`src/rtl/alu_pkg.sv`:
```
// Shared ALU definitions: control codes, alu_op encodings, R-type funct values
// and the immediate-extension rule used at the execute-entry register.
package alu_pkg;

  localparam logic [3:0] ALU_AND = 4'b0000;
  localparam logic [3:0] ALU_OR  = 4'b0001;
  localparam logic [3:0] ALU_ADD = 4'b0010;
  localparam logic [3:0] ALU_SUB = 4'b0110;
  localparam logic [3:0] ALU_SLT = 4'b0111;
  localparam logic [3:0] ALU_NOR = 4'b1100;

  typedef enum logic [1:0] {
    ALU_OP_ADD   = 2'b00,
    ALU_OP_SUB   = 2'b01,
    ALU_OP_RTYPE = 2'b10,
    ALU_OP_ORI   = 2'b11
  } alu_op_e;

  localparam logic [5:0] FUNCT_ADD = 6'b100000;
  localparam logic [5:0] FUNCT_SUB = 6'b100010;
  localparam logic [5:0] FUNCT_AND = 6'b100100;
  localparam logic [5:0] FUNCT_OR  = 6'b100101;
  localparam logic [5:0] FUNCT_NOR = 6'b100111;
  localparam logic [5:0] FUNCT_SLT = 6'b101010;

  // OR-immediate is a logical op, so its immediate is zero-extended.
  function automatic logic [31:0] extend_imm(input logic [15:0] imm, input logic [1:0] op);
    logic [31:0] ext;
    if (op == ALU_OP_ORI) begin
      ext = {16'h0000, imm};
    end else begin
      ext = {{16{imm[15]}}, imm};
    end
    return ext;
  endfunction

endpackage

```
`src/rtl/alu_ctrl_decode.sv`:
```
// Combinational decode of alu_op/funct into the 4-bit ALU control code,
// flagging R-type function fields the ALU does not implement.
module alu_ctrl_decode
  import alu_pkg::*;
(
  input  logic [1:0] alu_op,
  input  logic [5:0] funct,
  output logic [3:0] alu_control,
  output logic       illegal
);

  // Main decode; unsupported funct yields AND code plus the illegal flag.
  always_comb begin
    alu_control = ALU_AND;
    illegal     = 1'b0;
    case (alu_op)
      ALU_OP_ADD: alu_control = ALU_ADD;
      ALU_OP_SUB: alu_control = ALU_SUB;
      ALU_OP_ORI: alu_control = ALU_OR;
      ALU_OP_RTYPE: begin
        case (funct)
          FUNCT_ADD: alu_control = ALU_ADD;
          FUNCT_SUB: alu_control = ALU_SUB;
          FUNCT_AND: alu_control = ALU_AND;
          FUNCT_OR:  alu_control = ALU_OR;
          FUNCT_NOR: alu_control = ALU_NOR;
          FUNCT_SLT: alu_control = ALU_SLT;
          default: begin
            alu_control = ALU_AND;
            illegal     = 1'b1;
          end
        endcase
      end
      default: begin
        alu_control = ALU_AND;
        illegal     = 1'b0;
      end
    endcase
  end

endmodule

```
`src/rtl/id_ex_stage.sv`:
```
// ID/EX pipeline register: forwards operands at capture, refreshes held
// operands from MEM/WB while stalled, and presents registered ALU inputs.
module id_ex_stage
  import alu_pkg::*;
#(
  parameter int DATA_W = 32
) (
  input  logic              clk,
  input  logic              rst,
  input  logic              in_valid,
  output logic              in_ready,
  input  logic [DATA_W-1:0] rs_data,
  input  logic [DATA_W-1:0] rt_data,
  input  logic [4:0]        rs_addr,
  input  logic [4:0]        rt_addr,
  input  logic [4:0]        rd_addr,
  input  logic [15:0]       imm16,
  input  logic [1:0]        alu_op,
  input  logic [5:0]        funct,
  input  logic              alu_src,
  input  logic              flush,
  input  logic              exmem_wen,
  input  logic [4:0]        exmem_waddr,
  input  logic [DATA_W-1:0] exmem_wdata,
  input  logic              memwb_wen,
  input  logic [4:0]        memwb_waddr,
  input  logic [DATA_W-1:0] memwb_wdata,
  output logic              out_valid,
  input  logic              out_ready,
  output logic [DATA_W-1:0] alu_a,
  output logic [DATA_W-1:0] alu_b,
  output logic [3:0]        alu_control,
  output logic [4:0]        out_rd,
  output logic              out_illegal
);

  logic              valid_q, valid_d;
  logic [DATA_W-1:0] rs_val_q, rs_val_d, rt_val_q, rt_val_d, imm_q, imm_d;
  logic [4:0]        rs_addr_q, rs_addr_d, rt_addr_q, rt_addr_d, rd_q, rd_d;
  logic              src_q, src_d, illegal_q, illegal_d;
  logic [3:0]        ctrl_q, ctrl_d;
  logic [3:0]        dec_ctrl;
  logic              dec_illegal, capture;
  logic [DATA_W-1:0] rs_fwd, rt_fwd;

  alu_ctrl_decode u_dec (
    .alu_op      (alu_op),
    .funct       (funct),
    .alu_control (dec_ctrl),
    .illegal     (dec_illegal)
  );

  // Handshake, capture-time forwarding (EX/MEM beats MEM/WB) and next state.
  always_comb begin
    in_ready = !flush && (!valid_q || out_ready);
    capture  = in_valid && in_ready;

    if (exmem_wen && (exmem_waddr == rs_addr) && (rs_addr != 5'd0)) begin
      rs_fwd = exmem_wdata;
    end else if (memwb_wen && (memwb_waddr == rs_addr) && (rs_addr != 5'd0)) begin
      rs_fwd = memwb_wdata;
    end else begin
      rs_fwd = rs_data;
    end
    if (exmem_wen && (exmem_waddr == rt_addr) && (rt_addr != 5'd0)) begin
      rt_fwd = exmem_wdata;
    end else if (memwb_wen && (memwb_waddr == rt_addr) && (rt_addr != 5'd0)) begin
      rt_fwd = memwb_wdata;
    end else begin
      rt_fwd = rt_data;
    end

    valid_d   = valid_q;
    rs_val_d  = rs_val_q;
    rt_val_d  = rt_val_q;
    imm_d     = imm_q;
    rs_addr_d = rs_addr_q;
    rt_addr_d = rt_addr_q;
    rd_d      = rd_q;
    src_d     = src_q;
    illegal_d = illegal_q;
    ctrl_d    = ctrl_q;

    if (flush) begin
      valid_d = 1'b0;
    end else if (capture) begin
      valid_d   = 1'b1;
      rs_val_d  = rs_fwd;
      rt_val_d  = rt_fwd;
      imm_d     = extend_imm(imm16, alu_op);
      rs_addr_d = rs_addr;
      rt_addr_d = rt_addr;
      rd_d      = rd_addr;
      src_d     = alu_src;
      illegal_d = dec_illegal;
      ctrl_d    = dec_ctrl;
    end else if (valid_q && out_ready) begin
      valid_d = 1'b0;
    end else if (valid_q) begin
      // Stalled: keep the held operands current with MEM/WB writebacks.
      if (memwb_wen && (memwb_waddr == rs_addr_q) && (rs_addr_q != 5'd0)) begin
        rs_val_d = memwb_wdata;
      end else begin
        rs_val_d = rs_val_q;
      end
      if (memwb_wen && (memwb_waddr == rt_addr_q) && (rt_addr_q != 5'd0)) begin
        rt_val_d = memwb_wdata;
      end else begin
        rt_val_d = rt_val_q;
      end
    end else begin
      valid_d = 1'b0;
    end
  end

  // State register with synchronous reset.
  always_ff @(posedge clk) begin
    if (rst) begin
      valid_q   <= 1'b0;
      rs_val_q  <= '0;
      rt_val_q  <= '0;
      imm_q     <= '0;
      rs_addr_q <= 5'd0;
      rt_addr_q <= 5'd0;
      rd_q      <= 5'd0;
      src_q     <= 1'b0;
      illegal_q <= 1'b0;
      ctrl_q    <= 4'd0;
    end else begin
      valid_q   <= valid_d;
      rs_val_q  <= rs_val_d;
      rt_val_q  <= rt_val_d;
      imm_q     <= imm_d;
      rs_addr_q <= rs_addr_d;
      rt_addr_q <= rt_addr_d;
      rd_q      <= rd_d;
      src_q     <= src_d;
      illegal_q <= illegal_d;
      ctrl_q    <= ctrl_d;
    end
  end

  assign out_valid   = valid_q;
  assign alu_a       = rs_val_q;
  assign alu_b       = src_q ? imm_q : rt_val_q;
  assign alu_control = ctrl_q;
  assign out_rd      = rd_q;
  assign out_illegal = illegal_q;

endmodule

```
`config.mk`:
```
export PLATFORM = sky130hd
export DESIGN_NAME = id_ex_stage
export DESIGN_NICKNAME = d
export VERILOG_FILES = /design/src/rtl/alu_pkg.sv /design/src/rtl/alu_ctrl_decode.sv /design/src/rtl/id_ex_stage.sv
export SDC_FILE = /design/constraint.sdc
export NUM_CORES = 1
export LEC_CHECK = 0
export ABC_CLOCK_PERIOD_IN_PS = 5000
export BUFFER_PORTS_ARGS = -buffer_cell sky130_fd_sc_hd__buf_2
export CORE_ASPECT_RATIO = 1.1
export CORE_MARGIN = 3
export CORE_UTILIZATION = 45
export CTS_BUF_LIST = sky130_fd_sc_hd__clkbuf_16
export DETAILED_ROUTE_END_ITERATION = 10
export HOLD_SLACK_MARGIN = 0.15
export PLACE_DENSITY = 0.74
export SYNTH_ARGS = -nofsm -noshare
export SYNTH_HDL_FRONTEND = slang
export SYNTH_SLANG_ARGS = --single-unit
```
`constraint.sdc`:
```
create_clock -name clk -period 5 [get_ports clk]
set_clock_uncertainty 0.2 [all_clocks]
set_input_delay 0.25 -clock clk [delete_from_list [all_inputs] [get_ports clk]]
set_output_delay 0.25 -clock clk [all_outputs]
set_load 0.05 [all_outputs]
```
Yosys cells after proc, flatten, opt, wreduce, memory -nomap -nowiden
Cells that the tools add are included.
{ "totals": {"regBits": 118, "inputBits": 185, "out_inout_bits": 76, "word_cells": 79} }
{ "classes": {"eq_ne": 16, "mux": 21, "bitwise": 1, "reduce_logical": 31} }
{ "ops": {"columns": ["op", "n"], "rows": [
  ["32-bit two-way mux", 14],
  ["6-bit equality test, second input constant", 6],
  ["5-bit equality test", 6],
  ["4-bit case mux with 5 select lines", 1],
  ["5-bit nonzero test", 4],
  ["4-bit case mux with 4 select lines", 1],
  ["1-bit logical AND", 15],
  ["4-bit AND reduction", 2],
  ["2-bit nonzero test", 3],
  ["6-bit OR reduction", 1],
  ["1-bit two-way mux", 5],
  ["2-bit equality test, second input constant", 2],
  ["2-bit by 1-bit equality test with 1-bit output, second input constant", 1],
  ["1-bit logical NOT", 2],
  ["2-bit logical NOT", 1],
  ["2-bit inequality test, second input constant", 1],
  ["2-bit AND reduction", 1],
  ["2-bit OR reduction", 1],
  ["1-bit logical OR", 1],
  ["1-bit inverter", 1]
]} }

Logic depth before layout (Yosys ltp)
Gate-level depths: netlist of the first run.
{ "logic_depth": {"depth_word": 7, "mapped_depth": 8, "ltp_nobuf": 5} }

Cells and area by module
Synthesis of the first run repeated with hierarchy kept, for this count alone.
{ "unflattened": {"hier_cells": 878, "area_unflattened_um2": 7039.3} }
{ "by_module_without_submodules": {"columns": ["mod", "instances", "cells_per_inst", "area_per_inst_um2", "seq_area_each_um2"], "rows": [
  ["id_ex_stage", 1, 858, 6910.4, 2062.0],
  ["alu_ctrl_decode", 1, 20, 128.9, 0.0]
]} }

Least setup slack after synthesis of the first run
Ideal clock, no wire load.
{ "synth_path": {"kind": "register to register", "start": "register valid_q, in the netlist out_valid", "end": "register rt_val_q[0]", "setup_time_ps": 72, "t_arrival_ps": 2229, "t_required_ps": 4728, "slack_ps": 2499, "stages_incl_launch_ff": 8, "n_path_buf": 2, "synth_period_minus_slack_ps": 2501, "cell_sequence": "dfxtp_1 -> nor2b_1 -> nor2_1 -> nand2_1 -> clkbuf_1 -> nand2_1 -> buf_2 -> a2bb2oi_1"} }
{ "synth_between": {"elab_chain_len": 6, "elab_cells_between_ends": 10, "cone_classes": "eq/ne: 1; mux: 1; reduce/logical: 8"} }
{ "synth_lines": {"columns": ["element", "line_no", "source"], "rows": [
  ["start, declared", "id_ex_stage.sv:37", "logic valid_q, valid_d;"],
  ["start signal, assigned", "id_ex_stage.sv:130", "valid_q <= valid_d;"],
  ["1-bit logical NOT (*)", "id_ex_stage.sv:55", "in_ready = !flush && (!valid_q || out_ready);"],
  ["1-bit logical OR (*)", "id_ex_stage.sv:55", null],
  ["1-bit logical AND (*)", "id_ex_stage.sv:55", null],
  ["net in_ready", "id_ex_stage.sv:11", "output logic in_ready,"],
  ["1-bit logical AND (*)", "id_ex_stage.sv:56", "capture = in_valid && in_ready;"],
  ["2-bit inequality test (no line) / 2-bit nonzero test (equally long branches)", null, null],
  ["4-bit AND reduction (no line)", null, null],
  ["end signal, assigned", "id_ex_stage.sv:132", "rt_val_q <= rt_val_d;"],
  ["end, declared", "id_ex_stage.sv:38", "logic [DATA_W-1:0] rs_val_q, rs_val_d, rt_val_q, rt_val_d, imm_q, imm_d;"]
]} }
The timed path passes the listed nets; every way through them passes the cells marked *.
A chain may end at the register's enable or synchronous reset.

Final worst setup path of the first run
{ "layout_path": {"start": "input port rt_addr[1]", "end": "register rt_val_q[3]"} }
{ "layout_between": {"elab_chain_len": 6, "elab_cells_between_ends": 10, "cone_classes": "eq/ne: 2; mux: 3; reduce/logical: 5"} }
{ "layout_lines": {"columns": ["element", "line_no", "source"], "rows": [
  ["start, declared", "id_ex_stage.sv:15", "input logic [4:0] rt_addr,"],
  ["5-bit equality test", "id_ex_stage.sv:67", "end else if (memwb_wen && (memwb_waddr == rt_addr) && (rt_addr != 5'd0)) begin"],
  ["1-bit logical AND (2 in series)", "id_ex_stage.sv:67", null],
  ["32-bit two-way mux", "id_ex_stage.sv:67", null],
  ["32-bit two-way mux (*)", "id_ex_stage.sv:65", "if (exmem_wen && (exmem_waddr == rt_addr) && (rt_addr != 5'd0)) begin"],
  ["32-bit two-way mux (*)", "id_ex_stage.sv:86", "end else if (capture) begin"]
]} }
Every way passes the cells marked *; elsewhere a longest branch is shown, timed or not.

==> flow_summary.json, run 1 <==
{
  "cts_buffer_depth": 2,
  "cts.htree.levels": 3,
  "place_area_mm2": 0.00824,
  "maxSlewViolCount": 0,
  "area_delta_synth_final_pct": 35.8,
  "vias": 8628,
  "cts_buffers": 9,
  "path_class": "input pin to register",
  "post_cts_resized": 0,
  "drt_wl_total_um": 28100,
  "crit_required_ps": 5040,
  "clockRootBuffer": "clkbuf_16",
  "cp_max_fo": 34,
  "first_pass_iters": 6,
  "final.setup.tns_ps": 0,
  "hold_class": "input pin to register",
  "fin_area_mm2": 0.00945,
  "multi_input_area_mm2": 0.00442,
  "fill_cells": 1331,
  "syn_area_per_cell_um2": 7.95,
  "relSlewSlack": 0.296,
  "core-area_mm2": 0.0151,
  "crit_path_max_incr_delay_ps": 740,
  "cts_tree": "yes",
  "r2r_cells": 7,
  "grt_antenna_before_repair": 0,
  "drive_above_1_share": 0.280,
  "grt_max_degree": 97,
  "r2r_end": "alu_a[22]$_SDFFE_PP0P_",
  "period_needed_ps": 3670,
  "yosys_register_bits": 103,
  "place_hpwl_um": 17500,
  "r2r_slack_ps": 1730,
  "holdPathEnd": "rt_val_q[14]$_SDFFE_PP0P_",
  "num_io_pins": 261,
  "fmax_mhz": 273,
  "ys_types": 46,
  "p_per_area_mw_per_mm2": 245,
  "antennaDiodeCount": 0,
  "end_kind": "register",
  "worstMarginPinSlew_ps": 1050,
  "gp_congestion": 0.913,
  "initial_core_util": 0.460,
  "yosysWarnings": 0,
  "crit_slowest_cell": "o211ai_4",
  "viasPerCell": 6.41,
  "rsz0062_at_grt": "false",
  "synth_enable_flop_cells": 0,
  "drc_errors": 0,
  "overflow": 0,
  "synthCells": 875,
  "synth_flop_cell": "dfxtp_1",
  "synthesis.area_mm2": 0.00696,
  "setup_viol": 0,
  "async_flop_share": 0,
  "nets": 1332,
  "timing.rr.start": "out_valid$_SDFF_PP0_",
  "critPathLaunchType": "input pin",
  "wl_per_cell_um": 20.9,
  "path_cells": "dlygate4sd3_1, buf_2, or4_4, o211ai_4, nor2_4, o311ai_1, a2bb2oi_1, dlygate4sd3_1",
  "std_cell_rows": 47,
  "worst_skew_pair.late_latency_ps": 350,
  "yosysTopAreaCellShare": 0.296,
  "detail-route-antenna-nets": 0,
  "ir_drop_mv": 0.174,
  "cp.arrival_ps": 3700,
  "hold_depth": 4,
  "grt_pass1_wl_um": 44200,
  "die_x_um": 125,
  "die_h_um": 136,
  "register_area_mm2": 0.00206,
  "path_clk_slew_ps": 80,
  "syn-num-nets": 1060,
  "grt_pass1_vias": 8496,
  "seq_area_frac_synth": 0.296,
  "status": "finished, final reports clean",
  "worst_hold_startpoint": "exmem_wdata[14]",
  "dieArea_mm2": 0.0170,
  "leakage_nw": 3.81,
  "maxCapViolations": 0,
  "drt-initial-drc-count": 1188,
  "synthTopCellsByArea": "dfxtp_1 30%, nand2_1 5.8%, o22a_1 4.3%, o41ai_1 4.3%, clkbuf_1 4.2%",
  "path_common_cell": "dlygate4sd3_1",
  "gr-usage-all-layers": 0.316,
  "cts.sinks": 103,
  "port_buffers": 260,
  "yosysTopAreaCell": "dfxtp_1",
  "min_period_over_period": 0.733,
  "finalHoldViolCount": 0
}
[metal layers]
| layer | up-vias | part of all wire | GRT usage |
|---|---|---|---|
| met5 | - | 0 | 0 |
| met1 | 4005 | 0.39 | 0.381 |
| li1 | 3946 | - | - |
| met2 | 570 | 0.47 | 0.537 |
| met4 | 0 | 0.037 | 0.144 |
| met3 | 107 | 0.097 | 0.0758 |
[state kept, by name (all words and copies together) (netlist names)]
signal and flops:
rt_val_q 32, rt_addr_q 5, alu_a 32, out_illegal 1, out_valid 1, imm_q 17
alu_control 4, rs_addr_q 5, src_q 1, out_rd 5
[Yosys cell counts, types with 2 or more instances]
cell / instances
a2111o_1: 2
a21oi_1: 36
a2bb2oi_1: 30
a311oi_1: 2
a31oi_1: 34
buf_1: 5
buf_2: 23
buf_4: 4
clkbuf_1: 78
dfxtp_1: 103
inv_1: 18
mux2_2: 16
nand2_1: 107
nand2b_1: 3
nand3_1: 7
nand4_1: 5
nor2_1: 11
nor2_4: 2
nor2b_1: 5
nor4_1: 30
o21a_1: 34
o21ai_0: 48
o22a_1: 34
o311ai_1: 30
o31a_1: 30
o31ai_1: 36
o41ai_1: 34
or2_2: 2
or3_1: 31
or4_1: 33
xnor2_1: 24
xor2_1: 4
[per-stage QoR]
| stage | util | instances | power [W] | setup slack, ps | hold slack [ps] |
|---|---|---|---|---|---|
| 4_1_cts | 0.625 | 1347 | 0.00231 | 1430 | 150 |
| 5_1_grt | 0.625 | 1347 | 0.00240 | 1190 | 166 |
| 2_1_floorplan | - | 875 | 0.00134 | 2500 | 129 |
| 3_5_place_dp | 0.545 | 1239 | 0.00156 | 2110 | 244 |
| 6_report | 0.625 | 1347 | 0.00231 | 1330 | 152 |
| 3_3_place_gp | 0.545 | 1239 | 0.00156 | 2190 | 237 |
[power by group]
part	total, W	switching (W)	internal [W]
registers	0.000905	0.0000326	0.000872
clock network	0.000699	0.000318	0.000380
logic	0.000711	0.000450	0.000261
[cell type report]
cell class	instances	share of cell area
Clock buffer	9	0.0238
Clock inverter	6	0.00569
Inverter	18	0.00715
Multi-Input combinational cell	643	0.468
Sequential cell	103	0.218
Tap cell	196	0.0260
Timing Repair Buffer	372	0.251
[critical path, delay by kind of cell]
kind,cells,cell delay [ps]
AND/OR/NAND/NOR,2,910
AO/OA/AOI/OAI,3,1200
buffers and inverters,3,1290
[how the worst max path moves through the flow]
| stage | startpoint | endpoint | cells after the start |
|---|---|---|---|
| 3_5_place_dp | rt_addr[1] | rt_val_q[20]$_SDFFE_PP0P_ | 6 |
| 3_3_place_gp | rt_addr[1] | rt_val_q[31]$_SDFFE_PP0P_ | 6 |
| 5_1_grt | rt_addr[1] | rt_val_q[3]$_SDFFE_PP0P_ | 8 |
| 4_1_cts | rt_addr[1] | rt_val_q[3]$_SDFFE_PP0P_ | 8 |
| 2_1_floorplan | out_valid$_SDFF_PP0_ | rt_val_q[0]$_SDFFE_PP0P_ | 7 |
| 6_report | rt_addr[1] | rt_val_q[3]$_SDFFE_PP0P_ | 8 |
[cell usage in the layout, fill, tap and decap left out, types with 3 or more instances in the layout]
| cell | Yosys | final |
|---|---|---|
| o21a_1 | 34 | 34 |
| dlygate4sd3_1 | 0 | 93 |
| xnor2_1 | 24 | 24 |
| a31oi_1 | 34 | 34 |
| or3_1 | 31 | 31 |
| a2bb2oi_1 | 30 | 30 |
| o22a_1 | 34 | 34 |
| nor2_4 | 2 | 4 |
| a21oi_1 | 36 | 36 |
| dfxtp_1 | 103 | 103 |
| o31a_1 | 30 | 30 |
| or4_1 | 33 | 33 |
| inv_1 | 18 | 19 |
| o311ai_1 | 30 | 30 |
| buf_2 | 23 | 260 |
| o31ai_1 | 36 | 36 |
| nand2_1 | 107 | 107 |
| mux2_2 | 16 | 16 |
| nand3_1 | 7 | 7 |
| clkbuf_16 | 0 | 9 |
| nor2b_1 | 5 | 5 |
| buf_4 | 4 | 19 |
| o41ai_1 | 34 | 34 |
| clkinv_1 | 0 | 3 |
| nor2_1 | 11 | 9 |
| o21ai_0 | 48 | 48 |
| nor4_1 | 30 | 30 |
| nand4_1 | 5 | 5 |
[repair_timing]
action,CTS,global route
setup endpoints to repair,0,0
endpoints found under the hold margin,103,0
hold buffers,93,0
buffers inserted,0,0
[cell families (layout without fill, tap and decap cells)]
family,after synthesis,in the layout,synth area share
AOI/OAI and AO/OA,354,354,0.378
xor gates and xnor gates,28,28,0.0352
buffers and inverters,129,405,0.0770
DFF,103,103,0.296
muxes,16,16,0.0259
and+or+nand+nor,245,245,0.188
Power figures use the tool's default switching activity.
==> inputs of run 2 (changes only) <==
ABC_CLOCK_PERIOD_IN_PS = 3700   (was 5000)
clock period = 3.7 ns   (was 5 ns; I/O delays follow)
==> flow_summary.json, run 2 (synthesis gave the netlist of run 1 again) <==
{
  "port_buffers": 260,
  "std_cell_rows": 47,
  "gp_congestion": 0.900,
  "grt_antenna_before_repair": 2,
  "critPathLaunchType": "input pin",
  "cts.sinks": 103,
  "status": "finished, final reports clean",
  "top_layer": "met5",
  "min_period_over_period": 0.940,
  "grt_pass1_wl_um": 46400,
  "vias": 9190,
  "leakage_nw": 4.22,
  "area_delta_synth_final_pct": 47.2,
  "critPathTopFamily": "buffers and inverters",
  "crit_path_max_incr_delay_ps": 670,
  "ir_drop_mv": 0.240,
  "drc_errors": 0,
  "cp.arrival_ps": 3530,
  "cp_max_fo": 19,
  "first_pass_iters": 5,
  "worstMarginPinSlew_ps": 1180,
  "path_clk_slew_ps": 70,
  "cts.htree.levels": 3,
  "die_h_um": 136,
  "grt_pass1_vias": 9031,
  "fin_ws_ps": 221,
  "fmax_mhz": 287,
  "layout_commonest_cell": "buf_2",
  "holdWs_ps": 168,
  "drt-initial-drc-count": 1088,
  "setup_viol": 0,
  "pre_cts_slack_ps": 923,
  "drt_wl_total_um": 29400,
  "final.setup.tns_ps": 0,
  "period_needed_ps": 3480,
  "core-area_mm2": 0.0151,
  "dieArea_mm2": 0.0170,
  "met1Wirelength_um": 11200,
  "end_kind": "register",
  "rsz0062_at_grt": "false",
  "critPathBufInv": 4,
  "detail-route-antenna-nets": 0,
  "finalHoldViolCount": 0,
  "final_cells": 1426,
  "dr_wl_met2_um": 13700,
  "hold_class": "input pin to register",
  "path_cells": "dlygate4sd3_1, buf_2, or4_1, nor2_4, or3_1, buf_4, a31oi_1, dlygate4sd3_1, o22a_1",
  "crit_required_ps": 3750,
  "gr-usage-all-layers": 0.333,
  "path_class": "input pin to register",
  "r2r_slack_ps": 420,
  "place_hpwl_um": 17500,
  "placed_cells": 1243,
  "crit_slowest_cell": "or3_1",
  "cts_buffers": 9,
  "p_per_area_mw_per_mm2": 314,
  "relSlewSlack": 0.212,
  "total_power_w": 0.00322,
  "overflow": 0,
  "wl_met3_um": 3080,
  "initial_core_util": 0.460,
  "maxCapViolations": 0,
  "most-common-layout-cells": "260 x buf_2, 166 x dlygate4sd3_1, 107 x nand2_1",
  "drive_above_1_share": 0.268,
  "cts_tree": "yes",
  "wl_per_cell_um": 20.6,
  "nets": 1409,
  "post_cts_buffers": 0,
  "viasPerCell": 6.44,
  "clockRootBuffer": "clkbuf_16",
  "die_x_um": 125,
  "grt_max_degree": 97,
  "cts_buffer_depth": 2,
  "path_common_cell": "dlygate4sd3_1",
  "maxSlewViolCount": 0,
  "worst_skew_pair.late_latency_ps": 350,
  "num_io_pins": 261
}
run 2: changes by cell type in the layout (fill, tap and decap cells not counted), sizes merged:
cell	previous run	this run
dlygate4sd3	93	166
diode	0	1
clkinv	4	5
buf	279	283
run 2: report_power, final:
group | switching [W] | internal, W | leakage [nW] | total (W)
clock network | 0.000447 | 0.000521 | 0.148 | 0.000969
registers | 0.0000442 | 0.00118 | 0.846 | 0.00122
logic | 0.000626 | 0.000403 | 3.22 | 0.00103
total | 0.00112 | 0.00210 | 4.22 | 0.00322
run 2: metal layers:
layer,vias up,track usage
met5,-,0
met2,678,0.562
met4,4,0.181
met1,4257,0.403
met3,140,0.0648
li1,4111,-
run 2: path summary, 6_finish.rpt:
kind                         startpoint                        end  depth (start not counted)
setup reg to reg   out_valid$_SDFF_PP0_  rt_val_q[15]$_SDFFE_PP0P_                          7
hold reg to reg   imm_q[9]$_SDFFE_PP0P_      imm_q[9]$_SDFFE_PP0P_                          2
hold / removal          exmem_wdata[18]  rt_val_q[18]$_SDFFE_PP0P_                          4
setup / recovery             rs_addr[1]     alu_a[10]$_SDFFE_PP0P_                          9
run 2: repair_timing:
action,4_1_cts,5_1_grt
endpoints found under the hold margin,103,0
endpoints found under the setup margin,0,16
hold buffers,166,0
gates resized for setup,0,1
run 2: tightest hold or removal path, cell delays in order:
cell	delay (ps)
buf_2	120
o31ai_1	80
a31oi_1	160
o22a_1	150
run 2: area by class of cell:
cell class | count | area (um2)
Antenna cell | 1 | 2.50
Clock buffer | 9 | 225
Clock inverter | 7 | 65.1
Fill cell | 1260 | 4870
Inverter | 18 | 67.6
Multi-Input combinational cell | 643 | 4430
Sequential cell | 103 | 2060
Tap cell | 196 | 245
Timing Repair Buffer | 449 | 3150
run 2: stage by stage:
| step | cell area, um2 | util |
|---|---|---|
| global placement | 8280 | 0.548 |
| finish | 10200 | 0.678 |
| CTS | 10200 | 0.677 |
| global route | 10200 | 0.678 |
| detailed placement | 8280 | 0.548 |
| floorplan | 6960 | - |
